<file path="config.mk">
export PLATFORM = sky130hd
export DESIGN_NAME = freelist_dec
export DESIGN_NICKNAME = d
export VERILOG_FILES = /design/src/rtl/freelist_dec_pkg.sv /design/src/rtl/freelist_dec_dec_onehot.sv /design/src/rtl/freelist_dec.sv
export SDC_FILE = /design/constraint.sdc
export NUM_CORES = 1
export LEC_CHECK = 0
export BUFFER_PORTS_ARGS = -buffer_cell sky130_fd_sc_hd__buf_2
export CAP_MARGIN = 20
export CORE_ASPECT_RATIO = 1.1
export CORE_UTILIZATION = 52
export CTS_CLUSTER_SIZE = 28
export DETAILED_ROUTE_END_ITERATION = 10
export PLACE_DENSITY = 0.8
export SLEW_MARGIN = 20
export SYNTH_ARGS = -nofsm -noshare
export SYNTH_HDL_FRONTEND = slang
export SYNTH_HIERARCHICAL = 1
export SYNTH_SLANG_ARGS = --single-unit
</file>
<file path="constraint.sdc">
create_clock -name clock -period 4.65 [get_ports clock]
set_input_delay 1.395 -clock clock [delete_from_list [all_inputs] [get_ports clock]]
set_output_delay 1.395 -clock clock [all_outputs]
set_load 0.05 [all_outputs]
</file>
<file path="src/rtl/freelist_dec_pkg.sv">
// Shared sizing for the free-list tracker: entry count, index width and
// the width of the free-entry population count.
package freelist_dec_pkg;

    localparam int FL_EN_SIZE = 5;
    localparam int FL_DE_SIZE = 2 ** FL_EN_SIZE;
    localparam int FL_CNT_W   = FL_EN_SIZE + 1;

endpackage

</file>
<file path="src/rtl/freelist_dec_dec_onehot.sv">
// Encoded-index to one-hot decoder; a disabled port decodes to all-zero.
module dec_onehot
    import freelist_dec_pkg::*;
#(
    parameter int EN_SIZE = FL_EN_SIZE,
    parameter int DE_SIZE = FL_DE_SIZE
) (
    input  logic [EN_SIZE-1:0] idx,
    input  logic               en,
    output logic [DE_SIZE-1:0] onehot
);

    // Single bit set at the indexed position when enabled
    always_comb begin
        onehot = '0;
        if (en) begin
            onehot[idx] = 1'b1;
        end
    end

endmodule

</file>
<file path="src/rtl/freelist_dec.sv">
// Free-list bitmap for a two-way allocator with two release ports.
// Requests are validated against the registered mask; illegal or duplicate
// requests are dropped per port and raise a sticky error flag.
module freelist_dec
    import freelist_dec_pkg::*;
#(
    parameter int DE_SIZE = FL_DE_SIZE,
    parameter int EN_SIZE = FL_EN_SIZE
) (
    input  logic               clock,
    input  logic               reset,
    input  logic               alloc_en_high,
    input  logic [EN_SIZE-1:0] alloc_idx_high,
    input  logic               alloc_en_low,
    input  logic [EN_SIZE-1:0] alloc_idx_low,
    input  logic               rel_en_a,
    input  logic [EN_SIZE-1:0] rel_idx_a,
    input  logic               rel_en_b,
    input  logic [EN_SIZE-1:0] rel_idx_b,
    output logic [DE_SIZE-1:0] free_mask,
    output logic [EN_SIZE:0]   free_count,
    output logic               empty,
    output logic               almost_empty,
    output logic               err
);

    logic [DE_SIZE-1:0] hot_ah, hot_al, hot_ra, hot_rb;
    logic [DE_SIZE-1:0] alloc_legal_hot, rel_legal_hot;
    logic [DE_SIZE-1:0] free_mask_d, free_mask_q;
    logic [EN_SIZE:0]   free_count_d, free_count_q;
    logic               err_d, err_q;
    logic               bad_ah, bad_al, bad_ra, bad_rb, dup_alloc, dup_rel;

    dec_onehot #(.EN_SIZE(EN_SIZE), .DE_SIZE(DE_SIZE)) u_dec_ah (
        .idx(alloc_idx_high), .en(alloc_en_high), .onehot(hot_ah));
    dec_onehot #(.EN_SIZE(EN_SIZE), .DE_SIZE(DE_SIZE)) u_dec_al (
        .idx(alloc_idx_low), .en(alloc_en_low), .onehot(hot_al));
    dec_onehot #(.EN_SIZE(EN_SIZE), .DE_SIZE(DE_SIZE)) u_dec_ra (
        .idx(rel_idx_a), .en(rel_en_a), .onehot(hot_ra));
    dec_onehot #(.EN_SIZE(EN_SIZE), .DE_SIZE(DE_SIZE)) u_dec_rb (
        .idx(rel_idx_b), .en(rel_en_b), .onehot(hot_rb));

    // Legality filtering against the current mask, next mask and error update
    always_comb begin
        // An alloc hit is only legal on a free bit, a release only on a used bit,
        // so masking the one-hots drops illegal ports and merges duplicates.
        alloc_legal_hot = (hot_ah | hot_al) & free_mask_q;
        rel_legal_hot   = (hot_ra | hot_rb) & ~free_mask_q;
        bad_ah    = alloc_en_high && ((hot_ah & free_mask_q) == '0);
        bad_al    = alloc_en_low  && ((hot_al & free_mask_q) == '0);
        bad_ra    = rel_en_a && ((hot_ra & ~free_mask_q) == '0);
        bad_rb    = rel_en_b && ((hot_rb & ~free_mask_q) == '0);
        dup_alloc = alloc_en_high && alloc_en_low && (alloc_idx_high == alloc_idx_low);
        dup_rel   = rel_en_a && rel_en_b && (rel_idx_a == rel_idx_b);
        free_mask_d = (free_mask_q & ~alloc_legal_hot) | rel_legal_hot;
        err_d = err_q | bad_ah | bad_al | bad_ra | bad_rb | dup_alloc | dup_rel;
    end

    // Popcount of the next mask so the count lands on the same edge as the mask
    always_comb begin
        free_count_d = '0;
        for (int i = 0; i < DE_SIZE; i++) begin
            free_count_d = free_count_d + {{EN_SIZE{1'b0}}, free_mask_d[i]};
        end
    end

    // State registers; reset marks every entry free and clears the error
    always_ff @(posedge clock or posedge reset) begin
        if (reset) begin
            free_mask_q  <= '1;
            free_count_q <= (EN_SIZE + 1)'(DE_SIZE);
            err_q        <= 1'b0;
        end else begin
            free_mask_q  <= free_mask_d;
            free_count_q <= free_count_d;
            err_q        <= err_d;
        end
    end

    assign free_mask    = free_mask_q;
    assign free_count   = free_count_q;
    assign err          = err_q;
    assign empty        = (free_count_q == '0);
    assign almost_empty = (free_count_q < (EN_SIZE + 1)'(2));

endmodule

</file>
==> results of run 1 <==
logic make-up after synthesis:
family | Yosys count | synth area share
and+or+nand+nor | 204 | 0.255
AOI/OAI and AO/OA | 136 | 0.249
buffers and inverters | 87 | 0.0800
DFF | 39 | 0.249
adders and majority gates | 31 | 0.139
xor gates and xnor gates | 13 | 0.0279
per-stage QoR:
stage	instance area, µm²	worst slack [ns]	cells	util
floorplan	4100	-1.60	510	-
global placement	6170	-1.94	889	0.821
detailed placement	6170	-2.09	889	0.821
CTS	6610	-1.66	908	0.879
what timing repair did:
item / 4_1_cts
buffers inserted: 11
pin swaps: 11
hold buffers: 0
setup endpoints to repair: 6
gates resized for setup: 61
metal layers:
layer | GRT overflow | global-route usage
met4 | 17 | 0.663
met3 | 0 | 0.534
met1 | 1 | 0.713
met2 | 22 | 0.895
met5 | 0 | 0.383
==> impl_metrics.toml, run 1 <==
[outcome]
first-error = "[ERROR GRT-0116] Global routing finished with congestion. Check the congestion regions in the DRC Viewer."
outcome = "aborted with a tool error"
outcome.stop_stage = "global routing (5_1_grt)"

[logic_synthesis]
synth-edff-count = 0
cell_area_after_synthesis_um2 = 4080
syn_area_per_cell_um2 = 8.01
synth-async-reset-ratio = 1.00
syn_nets = 567
ys.flop_type = "dfstp_2"
synth.lib_cells_used.distinct = 37
library_cell_occupying_the_most_area_in_the_post_synthesis_netlist = "dfstp_2"
yosysWarningCount = 6
netlist_top_cells_area = "dfstp_2, nor2_1, fa_1"
synth-seq-cells = 39
syn_inst = 510
yosysSeqAreaShare = 0.249
post_synth_most_frequent_cells = "nor2_1, inv_1, a22oi_1"
dominant_cell_by_count_in_the_synthesized_netlist = "nor2_1"
synth_top_cell_area_share = 0.212

[global_route]
grt_first_pass_wirelength_um = 42400
grt_max_degree = 25
vias_in_the_first_global_route = 7186
global_route.overflow_total = 40
grt.total_usage = 0.710

[die]
row_count = 33
start_util = 0.543
die_h_um = 94.9
fp.dieW_um = 86.5
design.portCount = 67

[clock_tree]
clockRootBuffer = "clkbuf_8"
cts-htree-levels = 2
cts_buffers = 5
tritoncts_num_sinks = 39
clk_path_buf_depth = 2

[placed_design]
io_buffer_count = 66
dpl.hpwl_um = 15500
finalWeightedCongestion = 1.31
==> run 2: changes to the inputs <==
- CORE_ASPECT_RATIO: 1.1 -> unset
- CORE_UTILIZATION: 52 -> 40
- CTS_CLUSTER_SIZE: 28 -> unset
- PLACE_DENSITY: 0.8 -> unset
- PLACE_DENSITY_LB_ADDON: unset -> 0.15
- clock period: 4.65 -> 6 ns (I/O delays scaled with it)
==> run 2 against run 1 <==
  * The flow now finishes, with violations (negative setup slack)
  * Synthesized area unchanged
  * Synthesized cell count unchanged
==> impl_metrics.toml, run 2 <==
[logic_synthesis]
netlist_top_cells_area = "dfstp_2, nor2_1, fa_1"
dominant_cell_by_count_in_the_synthesized_netlist = "nor2_1"
ys.flop_type = "dfstp_2"
synth-seq-cells = 39
cell_area_after_synthesis_um2 = 4080
post_synth_most_frequent_cells = "nor2_1, inv_1, a22oi_1"
yosysWarningCount = 6
syn_area_per_cell_um2 = 8.01
synth-async-reset-ratio = 1.00
yosysSeqAreaShare = 0.249
synth_top_cell_area_share = 0.212
synth.lib_cells_used.distinct = 37
synth-edff-count = 0
library_cell_occupying_the_most_area_in_the_post_synthesis_netlist = "dfstp_2"
syn_inst = 510
syn_nets = 567

[worst_setup_path]
timing.critical_path.fanout_max = 5
worst_setup_path_startpoint = "alloc_idx_high[3]"
critPathArrivalTime_ns = 6.91
critPathRequiredTime_ns = 6.19
r2r_start = "free_mask[13]$_DFF_PP1_"
startpoint_type = "primary input"
timing_worst_setup_path_type = "in -> reg"
worst-r2r-setup-slack_ns = 0.87
end_kind = "register"
rr_endpoint = "free_count[4]$_DFF_PP0_"
worstSetupEndpoint = "free_count[4]$_DFF_PP0_"
reg2reg_depth = 18

[timing]
setup_ws_ns = -0.727
timing.clock.skew_ns = 0.00631
finalCritPeriodShare = 1.12
finalMaxSlewViolations = 0
fmax_mhz = 149
totalNegativeSetupSlack_ns = -3.21
grt_setup_unrepaired = "true"
setup_viol = 6
final_period_minus_worst_setup_slack_ns = 6.73
maxSlewHeadroom = 0.469
worst-slew-pin-transition_ns = 0.789
finalHoldViolCount = 0

[drt]
detail_route.wirelength_um = 20700
via_per_inst = 6.04
drt_iter0_drc = 618
antenna_left = 0
wire_per_inst_um = 23.1
detail_route.drc_violations = 0
detail_route.first_pass.iterations = 6
vias = 5403

[layout]
synthToLayoutAreaGrowth_pct = 57.0
finalNetCount = 818
largest_register_ffs = 32
fill_cells = 882
antenna_cells_inserted = 0
layout-drive-gt1-share = 0.483
mostFrequentLayoutCell = "buf_4"
layout.cells.most_common_list = "buf_4, nor2_1, inv_1"

[clock_tree]
tritoncts_num_sinks = 39
clk_transition_reported_paths_ns = 0.09
cts_buffers = 5
tritoncts = "built"
clkLatencyLatePin_ns = 0.30
clockRootBuffer = "clkbuf_8"
clk_path_buf_depth = 2
cts-htree-levels = 2

[die]
placeableCoreArea_um2 = 9820
start_util = 0.416
row_count = 36
design.portCount = 67
die_h_um = 103
floorplan_die_area_um2 = 10600
fp.dieW_um = 103

[worst_hold_path]
holdCritPathClass = "reg -> reg"

[placed_design]
preCtsSetupSlack_ns = -1.19
finalWeightedCongestion = 1.13
io_buffer_count = 66
dpl.hpwl_um = 17100

[job]
cap_violations = 0

[global_route]
grt.total_usage = 0.401
antenna_violations_before_repair = 0
vias_in_the_first_global_route = 5145
grt_first_pass_wirelength_um = 30400
grt_max_degree = 40
global_route.overflow_total = 0

[outcome]
violations = "negative setup slack"
outcome = "finished, violations left"
## run 2: how the worst min path moves through the flow
stage | from | endpoint | slack [ns] | cells after the start
2_1_floorplan | free_mask[25]$_DFF_PP1_ | free_mask[25]$_DFF_PP1_ | 0.73 | 2
3_3_place_gp | err$_DFF_PP0_ | err$_DFF_PP0_ | 0.54 | 3
3_5_place_dp | err$_DFF_PP0_ | err$_DFF_PP0_ | 0.56 | 3
4_1_cts | err$_DFF_PP0_ | err$_DFF_PP0_ | 0.58 | 3
5_1_grt | err$_DFF_PP0_ | err$_DFF_PP0_ | 0.63 | 3
6_report | err$_DFF_PP0_ | err$_DFF_PP0_ | 0.57 | 3
## run 2: timing repair
action	CTS	global route
hold buffers	0	0
resized for setup	48	39
pin swaps	16	28
buffers inserted	7	11
setup endpoints to repair	6	6
hold endpoints to repair	0	0
## run 2: kinds of logic (layout without fill, tap and decap cells)
family                     Yosys count  count (layout)  synth area share
AOI/OAI and AO/OA                  136             136             0.249
xor gates and xnor gates            13              13            0.0279
adders and majority gates           31              31             0.139
buffers and inverters               87             339            0.0800
DFF                                 39              39             0.249
and+or+nand+nor                    204             204             0.255
## run 2: final cells by class
cell class | instances | area, µm² | area share
clock buffer | 6 | 93.8 | 0.0146
multi-input combinational | 384 | 3000 | 0.468
sequential | 39 | 1020 | 0.159
clock inverter | 2 | 17.5 | 0.00273
timing repair buffer | 256 | 1840 | 0.286
tap | 133 | 166 | 0.0260
inverter | 75 | 282 | 0.0439
## run 2: stage by stage
| stage | hold slack, ns | instances | instance area [µm²] | util |
|---|---|---|---|---|
| after global placement | 0.544 | 869 | 5860 | 0.596 |
| after floorplan | 0.734 | 510 | 4100 | - |
| after CTS | 0.576 | 884 | 6180 | 0.629 |
| after detailed placement | 0.556 | 869 | 5860 | 0.596 |
| after global routing | 0.630 | 895 | 6410 | 0.653 |
| final | 0.570 | 895 | 6410 | 0.653 |
## run 2: layer usage
layer / vias up / global-route usage / routed length [µm] / share of wire
li1: 2328 / - / - / -
met1: 2579 / 0.542 / 8180 / 0.39
met2: 410 / 0.606 / 8840 / 0.43
met3: 86 / 0.110 / 2660 / 0.13
met4: 0 / 0.161 / 1040 / 0.050
met5: - / 0 / 0 / 0
## run 2: critical path, stage by stage
cell and delay [ns]:
buf_8 0.10, or4b_4 0.61, nor2_4 0.15, o21ai_2 0.06, o31a_1 0.14, fa_1 0.60
inv_1 0.07, fa_2 0.53, fa_1 0.42, inv_2 0.08, fa_2 0.43, fa_1 0.46
fa_1 0.53, ha_4 0.14, inv_2 0.04, fa_2 0.34, inv_1 0.07, a21o_1 0.12
a21oi_2 0.06, xnor2_1 0.14
Power of run 2 is not shown: default switching activity piles up to over one toggle a cycle in this logic, so the estimate is an artifact.
==> run 3: changes to the inputs <==
- RECOVER_POWER: unset -> 50
==> run 3 against run 2 <==
  * The run ends with max-capacitance violations, max-slew violations, negative setup slack left
  * Routed wire length about the same
  * Worst setup slack gained 0.0027 ns
  * First-iteration DRC count increased by 25%
  * Flip-flop and latch count is the same
  * Via count is essentially flat
  * Core utilization is 0.24 points lower
  * Maximum frequency about the same
  * Hold slack better by 0.0072 ns
  * Highest routed layer unchanged
==> impl_metrics.toml, run 3 (synthesis results as in run 2) <==
[worst_setup_path]
critPathRequiredTime_ns = 6.19
r2r_start = "free_mask[13]$_DFF_PP1_"
reg2reg_depth = 18
rr_endpoint = "free_count[4]$_DFF_PP0_"
worst-r2r-setup-slack_ns = 0.87
end_kind = "register"
critPathArrivalTime_ns = 6.91
startpoint_type = "primary input"
timing_worst_setup_path_type = "in -> reg"
timing.critical_path.fanout_max = 5

[global_route]
grt_first_pass_wirelength_um = 30400
grt_max_degree = 40
vias_in_the_first_global_route = 5145
grt.total_usage = 0.401
antenna_violations_before_repair = 0
global_route.overflow_total = 0

[die]
floorplan_die_area_um2 = 10600
design.portCount = 67
fp.dieW_um = 103
die_h_um = 103
start_util = 0.416
row_count = 36
placeableCoreArea_um2 = 9820

[clock_tree]
cts_buffers = 5
tritoncts_num_sinks = 39
clkLatencyLatePin_ns = 0.30
cts-htree-levels = 2
clk_path_buf_depth = 2
clk_transition_reported_paths_ns = 0.09
clockRootBuffer = "clkbuf_8"
cts_hold_buf = 0
tritoncts = "built"

[drt]
drt_iter0_drc = 775
detail_route.first_pass.iterations = 6
detail_route.wirelength_um = 20700
antenna_left = 0
via_per_inst = 6.03
wire_per_inst_um = 23.1
vias = 5399
detail_route.drc_violations = 0

[timing]
finalMaxSlewViolations = 40
worst-slew-pin-transition_ns = 2.23
fmax_mhz = 149
final_period_minus_worst_setup_slack_ns = 6.72
finalCritPeriodShare = 1.12
setup_ws_ns = -0.724
finalHoldViolCount = 0
setup_viol = 5
timing.clock.skew_ns = 0.00678
maxSlewHeadroom = -0.485
grt_setup_unrepaired = "true"

[worst_hold_path]
holdPathStages = 3
holdCritPathClass = "reg -> reg"
hold_path_startpoint = "err$_DFF_PP0_"
worst_hold_path_endpoint = "err$_DFF_PP0_"

[job]
cap_violations = 1

[placed_design]
io_buffer_count = 66
finalWeightedCongestion = 1.13
preCtsSetupSlack_ns = -1.19
dpl.hpwl_um = 17100

[layout]
largest_register_ffs = 32
finalNetCount = 818
synthToLayoutAreaGrowth_pct = 56.4
fill_cells = 892
mostFrequentLayoutCell = "buf_4"
layout-drive-gt1-share = 0.471
antenna_cells_inserted = 0
postLayoutCoreUtil = 0.650
layout.cells.most_common_list = "buf_4, nor2_1, inv_1"

[outcome]
violations = "max-capacitance violations, max-slew violations, negative setup slack"
outcome = "finished, violations left"
## run 3: cell count changes in the layout (fill, tap and decap cells not counted), sizes merged
cell | before | now
buf | 256 | 247
clkbuf | 6 | 15
## run 3: worst max-delay path by stage
stage | to | cells after the start | from
2_1_floorplan | free_count[4]$_DFF_PP0_ | 19 | alloc_idx_high[3]
3_5_place_dp | free_count[4]$_DFF_PP0_ | 20 | alloc_idx_high[1]
6_report | free_count[4]$_DFF_PP0_ | 20 | alloc_idx_high[3]
5_1_grt | free_count[4]$_DFF_PP0_ | 20 | alloc_idx_high[3]
3_3_place_gp | free_count[4]$_DFF_PP0_ | 21 | alloc_idx_high[3]
4_1_cts | free_count[4]$_DFF_PP0_ | 20 | alloc_idx_low[4]
## run 3: what timing repair did
| action | 4_1_cts | 5_1_grt |
|---|---|---|
| resized for setup | 48 | 39 |
| endpoints found under the setup margin | 6 | 6 |
| buffers inserted | 7 | 11 |
| pin swaps | 16 | 28 |
## run 3: cell type report
class	instances	area [µm²]	share of cell area
Clock buffer	6	93.8	0.0147
Clock inverter	2	17.5	0.00274
Inverter	75	282	0.0441
Multi-Input combinational cell	384	2990	0.468
Sequential cell	39	1020	0.159
Tap cell	133	166	0.0261
Timing Repair Buffer	256	1820	0.285
## run 3: through the flow
| stage | TNS, ns | cells | area, µm² | hold WS (ns) |
|---|---|---|---|---|
| 3_5_place_dp | -5.69 | 869 | 5860 | 0.556 |
| 4_1_cts | -3.23 | 884 | 6180 | 0.576 |
| 3_3_place_gp | -5.32 | 869 | 5860 | 0.544 |
| 6_report | -3.21 | 895 | 6390 | 0.577 |
| 2_1_floorplan | -2.77 | 510 | 4100 | 0.734 |
| 5_1_grt | -3.76 | 895 | 6390 | 0.635 |
## run 3: worst max-delay path: stages
cell	delay (ns)
buf_8	0.10
or4b_4	0.61
nor2_4	0.15
o21ai_2	0.06
o31a_1	0.14
fa_1	0.60
inv_1	0.07
fa_2	0.53
fa_1	0.42
inv_2	0.08
fa_2	0.43
fa_1	0.46
fa_1	0.53
ha_4	0.14
inv_2	0.04
fa_2	0.34
inv_1	0.07
a21o_1	0.12
a21oi_2	0.06
xnor2_1	0.14
## run 3: routing by layer
layer | global-route usage | routed length, µm
met1 | 0.542 | 8010
met2 | 0.606 | 8860
met3 | 0.110 | 2800
met4 | 0.161 | 1020
met5 | 0 | 0
Power of run 3 is left out for the same reason.
